$ cat config.mk
export PLATFORM = sky130hd
export DESIGN_NAME = fpadd_vec_seq_flat
export DESIGN_NICKNAME = d
export VERILOG_FILES = /design/src/rtl/fpadd_vec_seq_if.sv /design/src/rtl/fpadd_vec_seq.sv /design/src/flat_wrapper.sv
export SDC_FILE = /design/constraint.sdc
export NUM_CORES = 2
export LEC_CHECK = 0
export BUFFER_PORTS_ARGS = -buffer_cell sky130_fd_sc_hd__buf_2
export CORE_MARGIN = 1
export CORE_UTILIZATION = 61
export DETAILED_ROUTE_END_ITERATION = 16
export GPL_ROUTABILITY_DRIVEN = 0
export PLACE_DENSITY = 0.79
export SYNTH_ARGS = -nofsm -noshare
export SYNTH_HDL_FRONTEND = slang
export SYNTH_SLANG_ARGS = --single-unit
$ cat constraint.sdc
create_clock -name clk -period 8.95 [get_ports clk]
set_input_delay 0.4475 -clock clk [delete_from_list [all_inputs] [get_ports clk]]
set_output_delay 0.4475 -clock clk [all_outputs]
set_load 0.05 [all_outputs]
$ cat src/rtl/fpadd_vec_seq_if.sv
// Bus between the FP-adder test sequencer and its host/adder side.
// The master drives vector loads, start and the adder result; the slave is the sequencer.
interface fpadd_vec_seq_if #(
  parameter int AW = 4
);
  logic          vec_we;
  logic [AW-1:0] vec_addr;
  logic [95:0]   vec_data;
  logic          start;
  logic [31:0]   op_a;
  logic [31:0]   op_b;
  logic [31:0]   fp_sum;
  logic          busy;
  logic          done;
  logic          pass;
  logic [15:0]   err_count;
  logic [AW-1:0] first_err_idx;

  modport master (
    output vec_we, vec_addr, vec_data, start, fp_sum,
    input  op_a, op_b, busy, done, pass, err_count, first_err_idx
  );

  modport slave (
    input  vec_we, vec_addr, vec_data, start, fp_sum,
    output op_a, op_b, busy, done, pass, err_count, first_err_idx
  );
endinterface

$ cat src/rtl/fpadd_vec_seq.sv
// Vector sequencer for fpadd_single: issues {A,B}, waits LATENCY, checks out bit-exactly.
// Optional build macro FPADD_SEQ_STOP_ON_ERR_EN ends the run at the first mismatch.
module fpadd_vec_seq #(
  parameter int NUM     = 10,
  parameter int AW      = 4,
  parameter int LATENCY = 2
) (
  input  logic            clk,
  input  logic            reset,
  fpadd_vec_seq_if.slave  bus
);

  localparam int WW = (LATENCY < 2) ? 1 : $clog2(LATENCY);
`ifdef FPADD_SEQ_STOP_ON_ERR_EN
  localparam bit STOP_ON_ERR = 1'b1;
`else
  localparam bit STOP_ON_ERR = 1'b0;
`endif

  typedef struct packed {
    logic [31:0] a;
    logic [31:0] b;
    logic [31:0] exp;
  } vec_t;

  typedef enum logic [2:0] {S_IDLE, S_ISSUE, S_WAIT, S_CHECK, S_DONE} state_t;

  state_t        state, state_d;
  vec_t          mem [2**AW];
  logic [AW-1:0] idx;
  logic [WW-1:0] wcnt;
  logic [31:0]   exp_q, op_a_q, op_b_q;
  logic [15:0]   err_q;
  logic [AW-1:0] fei_q;
  logic          done_q;
  logic          idle_like, accept, mism, last;

  assign idle_like = (state == S_IDLE) || (state == S_DONE);
  assign accept    = idle_like && bus.start;
  assign mism      = (bus.fp_sum != exp_q);
  assign last      = (idx == AW'(NUM - 1));

  always_ff @(posedge clk or negedge reset)
    if (!reset) state <= S_IDLE;
    else        state <= state_d;

  always_comb begin
    state_d = state;
    case (state)
      S_IDLE, S_DONE: if (bus.start) state_d = S_ISSUE;
      S_ISSUE:        state_d = S_WAIT;
      S_WAIT:         if (wcnt == WW'(LATENCY - 1)) state_d = S_CHECK;
      S_CHECK:        state_d = (last || (STOP_ON_ERR && mism)) ? S_DONE : S_ISSUE;
      default:        state_d = S_IDLE;
    endcase
  end

  // Table is deliberately outside reset so a reloaded regression survives a reset.
  always_ff @(posedge clk)
    if (idle_like && bus.vec_we && (int'(bus.vec_addr) < NUM))
      mem[bus.vec_addr] <= bus.vec_data;

  always_ff @(posedge clk or negedge reset)
    if (!reset) begin
      idx    <= '0;
      wcnt   <= '0;
      exp_q  <= '0;
      op_a_q <= '0;
      op_b_q <= '0;
      err_q  <= '0;
      fei_q  <= '1;
      done_q <= 1'b0;
    end else begin
      if (accept) begin
        idx    <= '0;
        err_q  <= '0;
        fei_q  <= '1;
        done_q <= 1'b0;
      end else if (state == S_DONE) begin
        done_q <= 1'b1;
      end
      case (state)
        S_ISSUE: begin
          op_a_q <= mem[idx].a;
          op_b_q <= mem[idx].b;
          exp_q  <= mem[idx].exp;
          wcnt   <= '0;
        end
        S_WAIT: wcnt <= wcnt + 1'b1;
        S_CHECK: begin
          if (mism) begin
            if (err_q != 16'hFFFF) err_q <= err_q + 16'd1;
            if (fei_q == '1)       fei_q <= idx;
          end
          if (!last && !(STOP_ON_ERR && mism)) idx <= idx + 1'b1;
        end
        default: ;
      endcase
    end

  assign bus.op_a          = op_a_q;
  assign bus.op_b          = op_b_q;
  assign bus.busy          = (state == S_ISSUE) || (state == S_WAIT) || (state == S_CHECK);
  assign bus.done          = done_q;
  assign bus.pass          = done_q && (err_q == 16'd0);
  assign bus.err_count     = err_q;
  assign bus.first_err_idx = fei_q;

endmodule

$ cat src/flat_wrapper.sv
// flat-port wrapper written by rule: the top's interface ports become plain ports
module fpadd_vec_seq_flat 
#(
  parameter int NUM     = 10,
  parameter int AW      = 4,
  parameter int LATENCY = 2
)
  (clk, reset, bus_vec_we, bus_vec_addr, bus_vec_data, bus_start, bus_fp_sum, bus_op_a, bus_op_b, bus_busy, bus_done, bus_pass, bus_err_count, bus_first_err_idx);
  fpadd_vec_seq_if #(.AW(AW)) bus_i ();
  input  logic clk;
  input  logic reset;
  input wire logic [$bits(bus_i.vec_we)-1:0] bus_vec_we;
  input wire logic [$bits(bus_i.vec_addr)-1:0] bus_vec_addr;
  input wire logic [$bits(bus_i.vec_data)-1:0] bus_vec_data;
  input wire logic [$bits(bus_i.start)-1:0] bus_start;
  input wire logic [$bits(bus_i.fp_sum)-1:0] bus_fp_sum;
  output wire logic [$bits(bus_i.op_a)-1:0] bus_op_a;
  output wire logic [$bits(bus_i.op_b)-1:0] bus_op_b;
  output wire logic [$bits(bus_i.busy)-1:0] bus_busy;
  output wire logic [$bits(bus_i.done)-1:0] bus_done;
  output wire logic [$bits(bus_i.pass)-1:0] bus_pass;
  output wire logic [$bits(bus_i.err_count)-1:0] bus_err_count;
  output wire logic [$bits(bus_i.first_err_idx)-1:0] bus_first_err_idx;
  assign bus_i.vec_we = bus_vec_we;
  assign bus_i.vec_addr = bus_vec_addr;
  assign bus_i.vec_data = bus_vec_data;
  assign bus_i.start = bus_start;
  assign bus_i.fp_sum = bus_fp_sum;
  assign bus_op_a = bus_i.op_a;
  assign bus_op_b = bus_i.op_b;
  assign bus_busy = bus_i.busy;
  assign bus_done = bus_i.done;
  assign bus_pass = bus_i.pass;
  assign bus_err_count = bus_i.err_count;
  assign bus_first_err_idx = bus_i.first_err_idx;
  fpadd_vec_seq #(.NUM(NUM), .AW(AW), .LATENCY(LATENCY)) u_core (.clk(clk), .reset(reset), .bus(bus_i));
endmodule
==> implementation parameters <==
Parameter                              Value

Floorplan
  Number of placement rows ... 117
  Die area ... 0.1048 mm2
  Starting Density ... 61.78%
  Number of primary I/O pins ... 223
  Core box area ... 0.1022 mm2
  Y dimension of the die ... 323.7 um
  Die width ... roughly 320 um

CTS
  Clock Sink Count ... about 1,700
  Total CTS buffers ... 160
  Clock tree from TritonCTS ... yes
  Number of buffers on the longest clock path ... 3
  Buffer count from post-CTS setup fixing ... 0
  Depth of the CTS H-tree ... 4
  Clock Root Buffer ... clkbuf_16
  Clock-pin slew reported for the worst setup and hold paths after clock tree synthesis ... 0.06 ns
  Worst-skew pair later-pin latency ... 0.77 ns

Place
  Number of I/O port buffers ... 222
  DPL Wire Length ... between 70 and 80 mm
  Number of placed cells counting well taps ... 5,131

Route
  Remaining antenna violation count ... 0
  Ratio of routed vias to standard cells ... 6.040
  Routed vias ... 32,850
  DRC violation count after routing ... 0
  Detail-routed net length per standard cell ... between 20 and 30 um
  Routed WL ... roughly 140 mm
  Number of detailed-route iterations in the first pass ... 5
  DR iter-0 viols ... 3,261

Yosys
  Synth warnings ... 0
  Post-synth top area cell ... edfxtp_1
  Synth top area cells ... edfxtp_1, mux4_2, dfrtp_1
  Post-synthesis instance area ... 0.06313 mm2
  Most instantiated flip-flop cell in the synthesis netlist ... edfxtp_1
  #FFs+latches synth ... 1,661
  Share of the yosys chip area belonging to registers ... 78.03%
  Synth Area per Inst ... 20.35 um2
  Proportion of register bits with asynchronous set or reset after synthesis ... approximately 7.5%
  EDFF count, synth ... 1,536
  Post-Syn Instances ... 3,102
  Top-area cell type share of the netlist area ... 73.06%
  Number of different library cells in the post-synthesis netlist ... 53

Setup path
  Kind of start point of the critical path ... register
  Critical path fanouts, max ... 56
  Required time of the worst setup path ... 9.62 ns
  Setup CP Type ... register to register
  Worst Path Arrival ... 4.77 ns
  Critical Path End Type ... register
  Reg2reg setup slack ... 4.85 ns

Timing
  Crit share post-route ... between 40 and 50%
  Worst hold slack after final layout ... 0.05196 ns
  Final count of hold timing violations ... 0
  Final sum of negative setup slack ... 0 ns
  Worst max-slew margin expressed relative to the limit ... 20.40%
  Setup repair after global routing missed its margin ... no
  Number of pins exceeding their max-slew limit in the final report ... 0
  F_max ... 243.9 MHz
  Actual transition at the worst max-transition pin ... around 1.2 ns
  Setup violations, final ... 0
  Time the worst path needs with I/O delays and setup ... 4.100 ns
  Final worst clock skew ... 0.01321 ns

Layout
  Layout cell share with drive strength beyond 1 ... 19.95%
  Nets ... 4,067
  Layout overhead on the synthesized area ... 15.80%
  Sequential cell area in the final layout ... just under 0.05 mm2
  Total area of multi-input combinational cells ... ~0.015 mm2
  End-of-flow core utilization ... 71.55%
  Filler cells ... between 6,000 and 7,000
  Count of placed standard cells in the final layout, fillers left out ... 5,438

Pwr
  Pwr/cell area ... 285.0 mW/mm2
  Peak supply drop ... 214.1 uV
  Leakage dissipation ... 25.18 nW

Global route
  Vias in the first global route ... 33,280
  Total global routing track utilization ... between 20 and 30%
  Overflow after GRT ... 0
  Global-route wire length before repair ... 203.7 mm
  Pin count of the biggest net entering global routing ... 149
  Initial antenna violation count ... 25

Job
  MaxCap Viol Count ... 0

Status
  Outcome ... finished clean

Hold path
  Worst min-delay path category ... input pin to register
[final timing paths]
kind                               startpoint             endpoint  cells past startpoint
setup reg to reg                u_core.idx[2]      u_core.exp_q[3]                      8
hold / removal               bus_vec_data[20]    u_core.mem[0][20]                      1
max in group asynchronous               reset        u_core.idx[0]                      4
setup / recovery                u_core.idx[2]      u_core.exp_q[3]                      8
hold reg to reg            u_core.bus.op_a[0]   u_core.bus.op_a[0]                      2
min in group asynchronous               reset  u_core.bus.op_a[17]                      2
[critical path, stage by stage (launching register included)]
cell	delay [ns]
dfrtp_4	0.87
buf_4	0.70
nand2b_4	0.74
buf_4	0.64
o221ai_1	0.38
o21ai_1	0.12
nand2_1	0.11
o221ai_1	0.16
o21ai_1	0.18
[synth_stat cells (2+ instances only)]
| cell | number |
|---|---|
| xor2_1 | 8 |
| clkbuf_4 | 4 |
| a31oi_1 | 2 |
| o21ai_1 | 193 |
| buf_1 | 10 |
| nor3_1 | 10 |
| mux4_2 | 288 |
| inv_1 | 12 |
| nor2_1 | 24 |
| nand4_1 | 12 |
| ha_1 | 4 |
| and4_1 | 2 |
| nor4_1 | 6 |
| o211ai_1 | 6 |
| o32a_1 | 4 |
| nand2b_1 | 4 |
| and2_1 | 3 |
| mux2i_1 | 195 |
| buf_4 | 11 |
| and3_1 | 2 |
| o21ai_0 | 13 |
| nor4b_1 | 2 |
| a21oi_1 | 4 |
| xnor2_1 | 27 |
| edfxtp_1 | 1536 |
| nor2b_1 | 2 |
| nand3b_1 | 2 |
| or3_1 | 2 |
| or4_1 | 2 |
| o31ai_1 | 2 |
| clkbuf_1 | 105 |
| nand2_1 | 213 |
| o221ai_1 | 194 |
| buf_6 | 3 |
| dfstp_2 | 4 |
| dfrtp_1 | 121 |
| nand3_1 | 12 |
| buf_2 | 43 |
[timing repair]
item                                   in CTS  in global routing
hold buffers                                2                  0
endpoints found under the hold margin      34                  0
resized for setup                           0                  0
[cell families (layout without fill, tap and decap cells)]
kind of cell	count (synthesis)	count (layout)	share of synthesized area (%)
AOI/OAI and AO/OA	424	424	4.622
xor gates and xnor gates	35	35	0.4856
adders and majority gates	4	4	0.07928
buffers and inverters	190	573	1.342
DFF	1661	1661	78.03
muxes	484	484	13.38
other	1	586	0.005940
and+or+nand+nor	303	303	2.055
[layer usage]
metal,vias up,global-route usage [%],wire length [um]
met5,-,0,146
met4,26,8.428,3475
met3,284,5.838,11220
met2,1334,44.45,69080
met1,17220,36.12,53590
li1,13990,-,-
[stage by stage]
| step | instance area [um2] | power, mW | setup WS (ns) |
|---|---|---|---|
| after CTS | 73080 | 20.97 | 4.882 |
| after detailed placement | 67850 | 14.36 | 4.911 |
| after global placement | 67850 | 14.25 | 4.998 |
| after global routing | 73090 | 21.63 | 4.786 |
| after floorplan | 65290 | 13.06 | 0.8913 |
| final | 73110 | 20.84 | 4.850 |
[sequential cells by signal (all words and copies together), names as in the netlist]
name and cells:
u_core.exp_q 32, u_core.mem 1536, u_core.wcnt 1, u_core.idx 4, u_core.bus.op_a 32, u_core.bus.err_count 16, u_core.bus.first_err_idx 4, u_core.state 3
u_core.bus.op_b 32, u_core.bus.done 1
[cell type report]
type                    instances  area share (%)
clock buffers                 220           6.093
well taps                    1368           2.341
repair buffers                265           2.131
diodes                         10         0.03423
flip-flops and latches       1661           67.40
multi-input cells            1826           20.90
clock inverters                75           1.035
inverters                      13         0.07017
[cells in the final DEF, fill, tap and decap left out, types with 6 or more instances in the layout]
cell and count:
edfxtp_1 1536, conb_1 576, mux4_2 288, buf_2 221
nand2_1 212, mux2i_1 195, o221ai_1 194, o21ai_1 193
clkbuf_16 164, dfrtp_1 117, clkbuf_1 42, buf_4 32
xnor2_1 27, clkinv_2 26, clkinv_1 22, nor2_1 17
clkbuf_8 14, o21ai_0 13, inv_1 12, nand3_1 12
nand4_1 12, bufinv_16 12, diode_2 10, buf_12 9
xor2_1 8, nor3_1 7, nor2_4 7, nor4_1 6
o211ai_1 6
[where the power goes]
| part | switching, mW | leakage, nW | internal [mW] |
|---|---|---|---|
| clock | 2.79 | 2.55 | 3.84 |
| sequential | 0.422 | 15.8 | 9.05 |
| combinational | 2.86 | 6.79 | 1.87 |
(Power assumes the default switching activity.)
